===== config.mk =====
export PLATFORM = sky130hd
export DESIGN_NAME = axi_tdd_ng_profile_counter
export DESIGN_NICKNAME = d
export VERILOG_FILES = /design/src/rtl/axi_tdd_ng_pkg.sv /design/src/rtl/axi_tdd_ng_profile_shadow.sv /design/src/rtl/axi_tdd_ng_profile_counter.sv
export SDC_FILE = /design/constraint.sdc
export NUM_CORES = 1
export LEC_CHECK = 0
export BUFFER_PORTS_ARGS = -buffer_cell sky130_fd_sc_hd__buf_2
export CAP_MARGIN = 40
export CORE_MARGIN = 2
export CORE_UTILIZATION = 60
export CTS_BUF_LIST = sky130_fd_sc_hd__clkbuf_8
export CTS_CLUSTER_DIAMETER = 150
export DETAILED_ROUTE_END_ITERATION = 10
export GPL_TIMING_DRIVEN = 0
export PLACE_DENSITY_LB_ADDON = 0.05
export SYNTH_ARGS = -nofsm -noshare
export SYNTH_HDL_FRONTEND = slang
export SYNTH_SLANG_ARGS = --single-unit

===== constraint.sdc =====
create_clock -name clk -period 10.77 [get_ports clk]
set_input_delay 1.077 -clock clk [delete_from_list [all_inputs] [get_ports clk]]
set_output_delay 1.077 -clock clk [all_outputs]
set_load 0.05 [all_outputs]

===== src/rtl/axi_tdd_ng_pkg.sv =====
// Shared types and constants for the axi_tdd_ng timing core.
package axi_tdd_ng_pkg;

  typedef enum logic [1:0] {
    IDLE    = 2'd0,
    ARMED   = 2'd1,
    WAITING = 2'd2,
    RUNNING = 2'd3
  } state_t;

  localparam int unsigned MAX_PROFILES = 16;

endpackage


===== src/rtl/axi_tdd_ng_profile_shadow.sv =====
// Capture/freeze registers for the asynchronous configuration and a
// registered lookup of the frame length for a selected profile.
module axi_tdd_ng_profile_shadow #(
  parameter int REGISTER_WIDTH    = 32,
  parameter int BURST_COUNT_WIDTH = 32,
  parameter int NUM_PROFILES      = 4,
  parameter int PROFILE_IDX_WIDTH = (NUM_PROFILES > 1) ? $clog2(NUM_PROFILES) : 1
) (
  input  logic                                   clk,
  input  logic                                   resetn,
  input  logic                                   load,
  input  logic [BURST_COUNT_WIDTH-1:0]           asy_tdd_burst_count,
  input  logic [REGISTER_WIDTH-1:0]              asy_tdd_startup_delay,
  input  logic [NUM_PROFILES*REGISTER_WIDTH-1:0] asy_tdd_frame_length,
  input  logic [PROFILE_IDX_WIDTH:0]             asy_tdd_profile_count,
  input  logic [PROFILE_IDX_WIDTH-1:0]           len_sel,
  output logic [BURST_COUNT_WIDTH-1:0]           burst_count,
  output logic [REGISTER_WIDTH-1:0]              startup_delay,
  output logic [PROFILE_IDX_WIDTH:0]             profile_count,
  output logic [REGISTER_WIDTH-1:0]              cur_len
);

  localparam int PCW = PROFILE_IDX_WIDTH + 1;

  logic [REGISTER_WIDTH-1:0] len_q   [NUM_PROFILES];
  logic [REGISTER_WIDTH-1:0] len_nxt [NUM_PROFILES];
  logic [PCW-1:0]            pc_in;

  function automatic logic [REGISTER_WIDTH-1:0] nz_len(input logic [REGISTER_WIDTH-1:0] v);
    return (v == '0) ? REGISTER_WIDTH'(1) : v;
  endfunction

  // cur_len is looked up from the post-load view so it lines up with the
  // index the top registers in the same edge.
  always_comb begin
    for (int unsigned i = 0; i < NUM_PROFILES; i++) begin
      len_nxt[i] = load ? nz_len(asy_tdd_frame_length[i*REGISTER_WIDTH +: REGISTER_WIDTH])
                        : len_q[i];
    end
  end

  always_comb begin
    pc_in = asy_tdd_profile_count;
    if (asy_tdd_profile_count == '0) begin
      pc_in = PCW'(1);
    end else if (asy_tdd_profile_count > PCW'(NUM_PROFILES)) begin
      pc_in = PCW'(NUM_PROFILES);
    end
  end

  always_ff @(posedge clk or negedge resetn) begin
    if (!resetn) begin
      burst_count   <= '0;
      startup_delay <= '0;
      profile_count <= '0;
      len_q         <= '{default: '0};
      cur_len       <= '0;
    end else begin
      if (load) begin
        burst_count   <= asy_tdd_burst_count;
        startup_delay <= asy_tdd_startup_delay;
        profile_count <= pc_in;
      end
      len_q   <= len_nxt;
      cur_len <= len_nxt[len_sel];
    end
  end

endmodule


===== src/rtl/axi_tdd_ng_profile_counter.sv =====
// TDD frame timing counter with cyclic frame-length profiles, burst
// counting, frame re-sync and optional automatic re-arm.
module axi_tdd_ng_profile_counter
  import axi_tdd_ng_pkg::*;
#(
  parameter int REGISTER_WIDTH    = 32,
  parameter int BURST_COUNT_WIDTH = 32,
  parameter int NUM_PROFILES      = 4,
  parameter int PROFILE_IDX_WIDTH = (NUM_PROFILES > 1) ? $clog2(NUM_PROFILES) : 1
) (
  input  logic                                   clk,
  input  logic                                   resetn,
  input  logic                                   tdd_enable,
  input  logic                                   tdd_sync,
  input  logic                                   tdd_sync_rst,
  input  logic                                   tdd_auto_rearm,
  input  logic [BURST_COUNT_WIDTH-1:0]           asy_tdd_burst_count,
  input  logic [REGISTER_WIDTH-1:0]              asy_tdd_startup_delay,
  input  logic [NUM_PROFILES*REGISTER_WIDTH-1:0] asy_tdd_frame_length,
  input  logic [PROFILE_IDX_WIDTH:0]             asy_tdd_profile_count,
  output logic                                   tdd_active,
  output logic [REGISTER_WIDTH-1:0]              tdd_counter,
  output state_t                                 tdd_cstate,
  output logic [PROFILE_IDX_WIDTH-1:0]           tdd_profile_idx,
  output logic                                   tdd_endof_frame,
  output logic                                   tdd_endof_burst,
  output logic [BURST_COUNT_WIDTH-1:0]           tdd_burst_counter
);

  localparam int PCW = PROFILE_IDX_WIDTH + 1;

  state_t                         state_q, state_d;
  logic [REGISTER_WIDTH-1:0]      cnt_q, cnt_d;
  logic [PROFILE_IDX_WIDTH-1:0]   idx_q, idx_d, idx_adv;
  logic [BURST_COUNT_WIDTH-1:0]   bc_q, bc_d;
  logic [PCW-1:0]                 idx_p1;

  logic [BURST_COUNT_WIDTH-1:0]   sh_burst;
  logic [REGISTER_WIDTH-1:0]      sh_delay;
  logic [PCW-1:0]                 sh_pcount;
  logic [REGISTER_WIDTH-1:0]      cur_len;

  logic shadow_load, eof, eob, restart;

  assign shadow_load = tdd_enable && ((state_q == IDLE) || (state_q == ARMED));

  axi_tdd_ng_profile_shadow #(
    .REGISTER_WIDTH    (REGISTER_WIDTH),
    .BURST_COUNT_WIDTH (BURST_COUNT_WIDTH),
    .NUM_PROFILES      (NUM_PROFILES),
    .PROFILE_IDX_WIDTH (PROFILE_IDX_WIDTH)
  ) u_shadow (
    .clk                   (clk),
    .resetn                (resetn),
    .load                  (shadow_load),
    .asy_tdd_burst_count   (asy_tdd_burst_count),
    .asy_tdd_startup_delay (asy_tdd_startup_delay),
    .asy_tdd_frame_length  (asy_tdd_frame_length),
    .asy_tdd_profile_count (asy_tdd_profile_count),
    .len_sel               (idx_d),
    .burst_count           (sh_burst),
    .startup_delay         (sh_delay),
    .profile_count         (sh_pcount),
    .cur_len               (cur_len)
  );

  // End markers decode registered state only; cur_len tracks idx_q.
  assign eof     = (state_q == RUNNING) && (cnt_q == cur_len - REGISTER_WIDTH'(1));
  assign eob     = eof && (bc_q == BURST_COUNT_WIDTH'(1));
  assign restart = tdd_sync && tdd_sync_rst;

  assign idx_p1  = {1'b0, idx_q} + PCW'(1);
  assign idx_adv = (idx_p1 >= sh_pcount) ? '0 : idx_p1[PROFILE_IDX_WIDTH-1:0];

  always_comb begin
    state_d = state_q;
    cnt_d   = cnt_q;
    idx_d   = idx_q;
    bc_d    = bc_q;
    case (state_q)
      IDLE: begin
        cnt_d = '0;
        if (tdd_enable) state_d = ARMED;
      end
      ARMED: begin
        cnt_d = '0;
        if (!tdd_enable) begin
          state_d = IDLE;
        end else if (tdd_sync) begin
          bc_d    = sh_burst;
          idx_d   = '0;
          state_d = (sh_delay == '0) ? RUNNING : WAITING;
        end
      end
      WAITING: begin
        if (!tdd_enable) begin
          state_d = IDLE;
          cnt_d   = '0;
        end else if (restart) begin
          cnt_d = '0;
        end else if (cnt_q == sh_delay - REGISTER_WIDTH'(1)) begin
          state_d = RUNNING;
          cnt_d   = '0;
          idx_d   = '0;
        end else begin
          cnt_d = cnt_q + REGISTER_WIDTH'(1);
        end
      end
      RUNNING: begin
        if (restart) begin
          cnt_d = '0;
          idx_d = '0;
        end else if (eof) begin
          cnt_d = '0;
          idx_d = idx_adv;
          if (bc_q != '0) bc_d = bc_q - BURST_COUNT_WIDTH'(1);
          if (!tdd_enable) begin
            state_d = IDLE;
          end else if (eob) begin
            if (tdd_auto_rearm) begin
              bc_d    = sh_burst;
              idx_d   = '0;
              state_d = (sh_delay == '0) ? RUNNING : WAITING;
            end else begin
              state_d = ARMED;
            end
          end
        end else begin
          cnt_d = cnt_q + REGISTER_WIDTH'(1);
        end
      end
      default: state_d = IDLE;
    endcase
  end

  always_ff @(posedge clk or negedge resetn) begin
    if (!resetn) begin
      state_q <= IDLE;
      cnt_q   <= '0;
      idx_q   <= '0;
      bc_q    <= '0;
    end else begin
      state_q <= state_d;
      cnt_q   <= cnt_d;
      idx_q   <= idx_d;
      bc_q    <= bc_d;
    end
  end

  assign tdd_active        = (state_q == RUNNING);
  assign tdd_counter       = cnt_q;
  assign tdd_cstate        = state_q;
  assign tdd_profile_idx   = idx_q;
  assign tdd_endof_frame   = eof;
  assign tdd_endof_burst   = eob;
  assign tdd_burst_counter = bc_q;

endmodule


* After elaboration in Yosys (flattened, before gate mapping)
Index checks and enable logic that the tools add are counted.
Word-level totals: latch bits 0, memory bits (writable) 0, bits in registers 295, word-level logic and storage cells 106, memories kept 0, bits in read-only memories 0, input bits 201, output and inout port bits 71
Cells by class: $lt $le $gt $ge 3, multiplexer cells 53, bitwise operators 1, multiply operators 0, reduce and logical (&&, ||, !) cells 17, shift operators 0, divide/modulo/power cells 0, equal/unequal tests 15, add/subtract/negate cells 5
Operators by type and width (number):
- 32-bit 2-to-1 mux | 23
- 32-bit logical NOT | 5
- 32-bit case mux with 3 select lines | 1
- 32-bit by 1-bit subtractor with 32-bit output (second input constant) | 3
- 32-bit binary-select mux with 2-bit select | 1
- 32-bit == test | 2
- 32-bit case mux with 2 select lines | 1
- 2-bit 2-to-1 mux | 22
- 32-bit by 1-bit adder with 32-bit output (second input constant) | 1
- 32-bit by 1-bit == test with 1-bit output (second input constant) | 1
- 32-bit nonzero test | 1
- 3-bit inequality test (second input constant) | 3
- 2-bit inequality test (second input constant) | 4
- 2-bit case mux with 4 select lines | 1
- 7-bit AND reduction | 1
- 3-bit 2-to-1 mux | 2
- 2-bit case mux with 3 select lines | 1
- 5-bit AND reduction | 1
- 2-bit == test (second input constant) | 2
- 1-bit logical AND | 4
- 2-bit by 1-bit adder with 3-bit output (second input constant) | 1
- 3-bit >= comparator | 1
- 3-bit >= comparator (second input constant) | 1
- 3-bit greater-than comparator (second input constant) | 1
- other kinds (10) | 10

* Logic depth before layout (Yosys ltp)
depth after elaboration 13, mapped depth 16, mapped depth without buffers 13

* By module
From an unflattened synthesis, not the netlist that was laid out.
Unflattened totals: cell total of the unflattened synthesis 1385, area, all modules 15991.6 um2
Modules (own cells, without submodules):
- axi_tdd_ng_profile_shadow | sequential area each 5680.4 um2, times used 1, area an instance 9177.6 um2, cells an instance 535
- axi_tdd_ng_profile_counter | sequential area each 1701.6 um2, times used 1, area an instance 6814.0 um2, cells an instance 850

* Least setup slack after synthesis
OpenSTA, ideal clock, no wires.
kind register to output, start register u_shadow.cur_len[8], end output tdd_endof_burst, slack 5685 ps, required time 9693 ps, cell stages (with the launch flop) 10, arrival 4008 ps, cell sequence dfrtp_1 -> nor4_1 -> nand4_1 -> nor4_1 -> mux2i_1 -> a21oi_1 -> o21a_1 -> or4b_1 -> clkbuf_1 -> nor3_1
Between the ends: longest elaborated chain between the ends 4
RTL lines:
- start, declared | line axi_tdd_ng_profile_shadow.sv:20 | output logic [REGISTER_WIDTH-1:0] cur_len
- start signal, assigned | line axi_tdd_ng_profile_shadow.sv:65 | cur_len <= len_nxt[len_sel];
- 32-bit by 1-bit subtractor with 32-bit output | line axi_tdd_ng_profile_counter.sv:68 | assign eof = (state_q == RUNNING) && (cnt_q == cur_len - REGISTER_WIDTH'(1));
- 32-bit == test | line axi_tdd_ng_profile_counter.sv:68
- 1-bit logical AND | line axi_tdd_ng_profile_counter.sv:68
- 1-bit logical AND | line axi_tdd_ng_profile_counter.sv:69 | assign eob = eof && (bc_q == BURST_COUNT_WIDTH'(1));
- end, declared | line axi_tdd_ng_profile_counter.sv:26 | output logic tdd_endof_burst,
No other way between the ends.

* Worst setup path in the final report
start register u_shadow.cur_len[3], end output tdd_endof_burst
The elaborated chain is that of the path after synthesis.

==> results.toml <==
[timing]
maxSlewHeadroom = 0.437
fin_setup_tns_ns = 0
setup_viol = 0
period_needed_ns = 5.85
hold_viol = 0
final.setup.worst_slack_ns = 4.92
slew_viol_final = 0
skew_ns = 0.0197
max_freq_ghz = 0.171
finalCritPeriodShare = 0.543
rsz0062_at_grt = "no"
tightest_slew_ns = 0.837

[global_route]
antenna_found_initial = 2
grt.overflow.total = 0
grt_pass1_vias = 14200
grtUsageTotal = 0.326
grt_max_degree = 124
grt_pass1_wl_mm = 72.9

[cts]
cts_tree = "yes"
cts-root-buf = "clkbuf_8"
ctsResizeCount = 0
clock_sinks = 295
cts_buffers = 50
clk_pin_slew_ns = 0.06
clkLatencyLatePin_ns = 0.59
cts_buffer_depth = 3
htree_levels = 2
cts_setup_buffers = 0
hold_buffers = 0

[cells_and_area]
area_delta_synth_final_pct = 18.2
fin_nets = 2389
drive_above_1_share = 0.171
layout_common_cells = "nand2_1, dfrtp_1, buf_2"
fillers = 2097
mostFrequentLayoutCell = "nand2_1"
final_util = 0.718
instances_no_fill = 2551

[floorplan]
initial_core_util = 0.608
core_um2 = 25900
die_y_um = 166
ios = 272
die_w_um = 166
rows = 59
dieArea_um2 = 27600

[run]
maxCapViolations = 0

[critical_path]
reg2reg_depth = 15
r2r_end = "u_shadow.cur_len[26]"
worstReg2RegStart = "u_shadow.startup_delay[0]"
cp_data_arrival_time_ns = 4.77
worstPathMaxFanout = 10
worst_path_largest_cell_delay_ns = 0.76
cp.required_ns = 9.69
endpoint_kind = "primary output"
critical_path.cell_chain = "nor4_2 -> nand4_1 -> nor3_1 -> xnor2_1 -> a211oi_1 -> nand3_1 -> or4b_1 -> clkbuf_1 -> nor3_1 -> buf_2"
cp_common_cell = "nor3_1"
worstSetupPathType = "reg -> out"
crit_slowest_cell = "nor4_2"
ff2ff_setup_slack_ns = 5.62
critPathLaunchType = "flop"

[route]
first_iter_violations = 1341
vias_per_cell = 5.74
drc_errors = 0
wl_mm = 45.3
wl_per_cell_um = 17.8
dr.pass1.iters = 6
vias = 14600
ant_nets = 0

[logic_synthesis]
synthXorXnorAreaFrac = 0.0612
synth-edff-count = 0
syn-num-nets = 2061
synth_warnings = 0
netlist_instances = 1850
synthAdderAreaFrac = 0.00795
synth_top_family_by_area = "simple AND/OR/NAND/NOR gates"
synth_compound_gate_area_share = 0.0744
synth_area_um2 = 15700
synth_mux_area_frac = 0.0682
synth-seq-cells = 295
yosys.area_share.simple = 0.284
synthFlopType = "dfrtp_1"
async_reset_ff_frac = 1.00
yosysSeqAreaShare = 0.469
syn_avg_cell_area_um2 = 8.51
synth_cell_types = 67

[place]
gp_congestion = 0.911
post-place-ws_ns = 5.53
dp_hpwl_mm = 34.0
dp_cells = 2461
port_buffers = 271

[run_status]
status = "finished, final reports clean"

[power_and_ir_drop]
power_mw = 4.99
p_per_area_nw_per_um2 = 268
p_leak_nw = 8.84
ir_worst_vdd_uv = 204

[hold_path]
holdCritPathClass = "in -> async"
[routing by layer]
metal | global-route usage | up-vias | share of wire
li1 | - | 6969 | -
met1 | 0.462 | 6932 | 0.44
met2 | 0.528 | 633 | 0.47
met3 | 0.0431 | 97 | 0.067
met4 | 0.0987 | 0 | 0.029
met5 | 0 | - | 0
[metrics by stage]
step           cell area [um2]  hold slack [ns]
3_5_place_dp             17600            0.454
6_report                 18600            0.425
3_3_place_gp             17500            0.448
2_1_floorplan            15700            0.433
4_1_cts                  18600            0.421
5_1_grt                  18600            0.448
[final cells by class]
class	instances	area [um2]	area share
Clock buffer	60	826	0.0444
Buffer	103	454	0.0244
Multi-Input combinational cell	1423	7800	0.419
Tap cell	335	419	0.0225
Inverter	29	109	0.00585
Clock inverter	28	156	0.00840
Antenna cell	2	5.00	0.000269
Timing Repair Buffer	276	1460	0.0783
Sequential cell	295	7380	0.397
[cells by family after synthesis]
family / after synthesis
and+or+nand+nor: 1000
DFF: 295
AOI/OAI and AO/OA: 196
buffers and inverters: 132
xor gates and xnor gates: 110
muxes: 107
adders and majority gates: 10
[registers in the layout, summed over array words and instances (netlist names)]
signal and cells:
tdd_counter 32, tdd_profile_idx 2, u_shadow.startup_delay 32, u_shadow.len_q 128, u_shadow.burst_count 32, u_shadow.cur_len 32
tdd_cstate 2, u_shadow.profile_count 3, tdd_burst_counter 32
[critical path, delay by kind of cell, from the launching register on]
kind,cells,cell delay (ns)
AO/OA/AOI/OAI,1,0.46
XOR/XNOR,1,0.17
buffers and inverters,2,0.54
flip-flops,1,0.44
AND/OR/NAND/NOR,6,2.61
[where the power goes]
group          total, mW  internal, mW  switching [mW]  leakage, nW
Clock              0.988         0.530           0.458        0.586
Sequential          1.92          1.58           0.341         3.71
Combinational       2.08         0.699            1.38         4.54
Total               4.99          2.80            2.18         8.84
[Yosys cell counts, types with 28 or more instances]
library cell  instances  area (um2)
nand2_1             611        2290
dfrtp_1             295        7380
mux2i_1             105        1050
nor2_1              105         394
clkbuf_1             73         274
nor4_1               64         400
xnor2_1              63         552
a21oi_1              56         280
nor3_1               54         270
xor2_1               47         412
o21ai_1              44         220
o21ai_0              37         185
nand3_1              30         150
inv_1                28         105
nand4_1              28         175
[worst max path at each step]
stage / startpoint / end / slack (ns) / cells after the start
after CTS: u_shadow.cur_len[3] / tdd_endof_burst / 4.88 / 10
after floorplan: u_shadow.cur_len[8] / tdd_endof_burst / 5.69 / 9
after global routing: u_shadow.cur_len[3] / tdd_endof_burst / 4.63 / 10
after detailed placement: u_shadow.cur_len[3] / tdd_endof_burst / 5.53 / 10
final: u_shadow.cur_len[3] / tdd_endof_burst / 4.92 / 10
after global placement: resetn / u_shadow.len_q[105] / 3.21 / 1
Power figures use the tool's default switching activity.
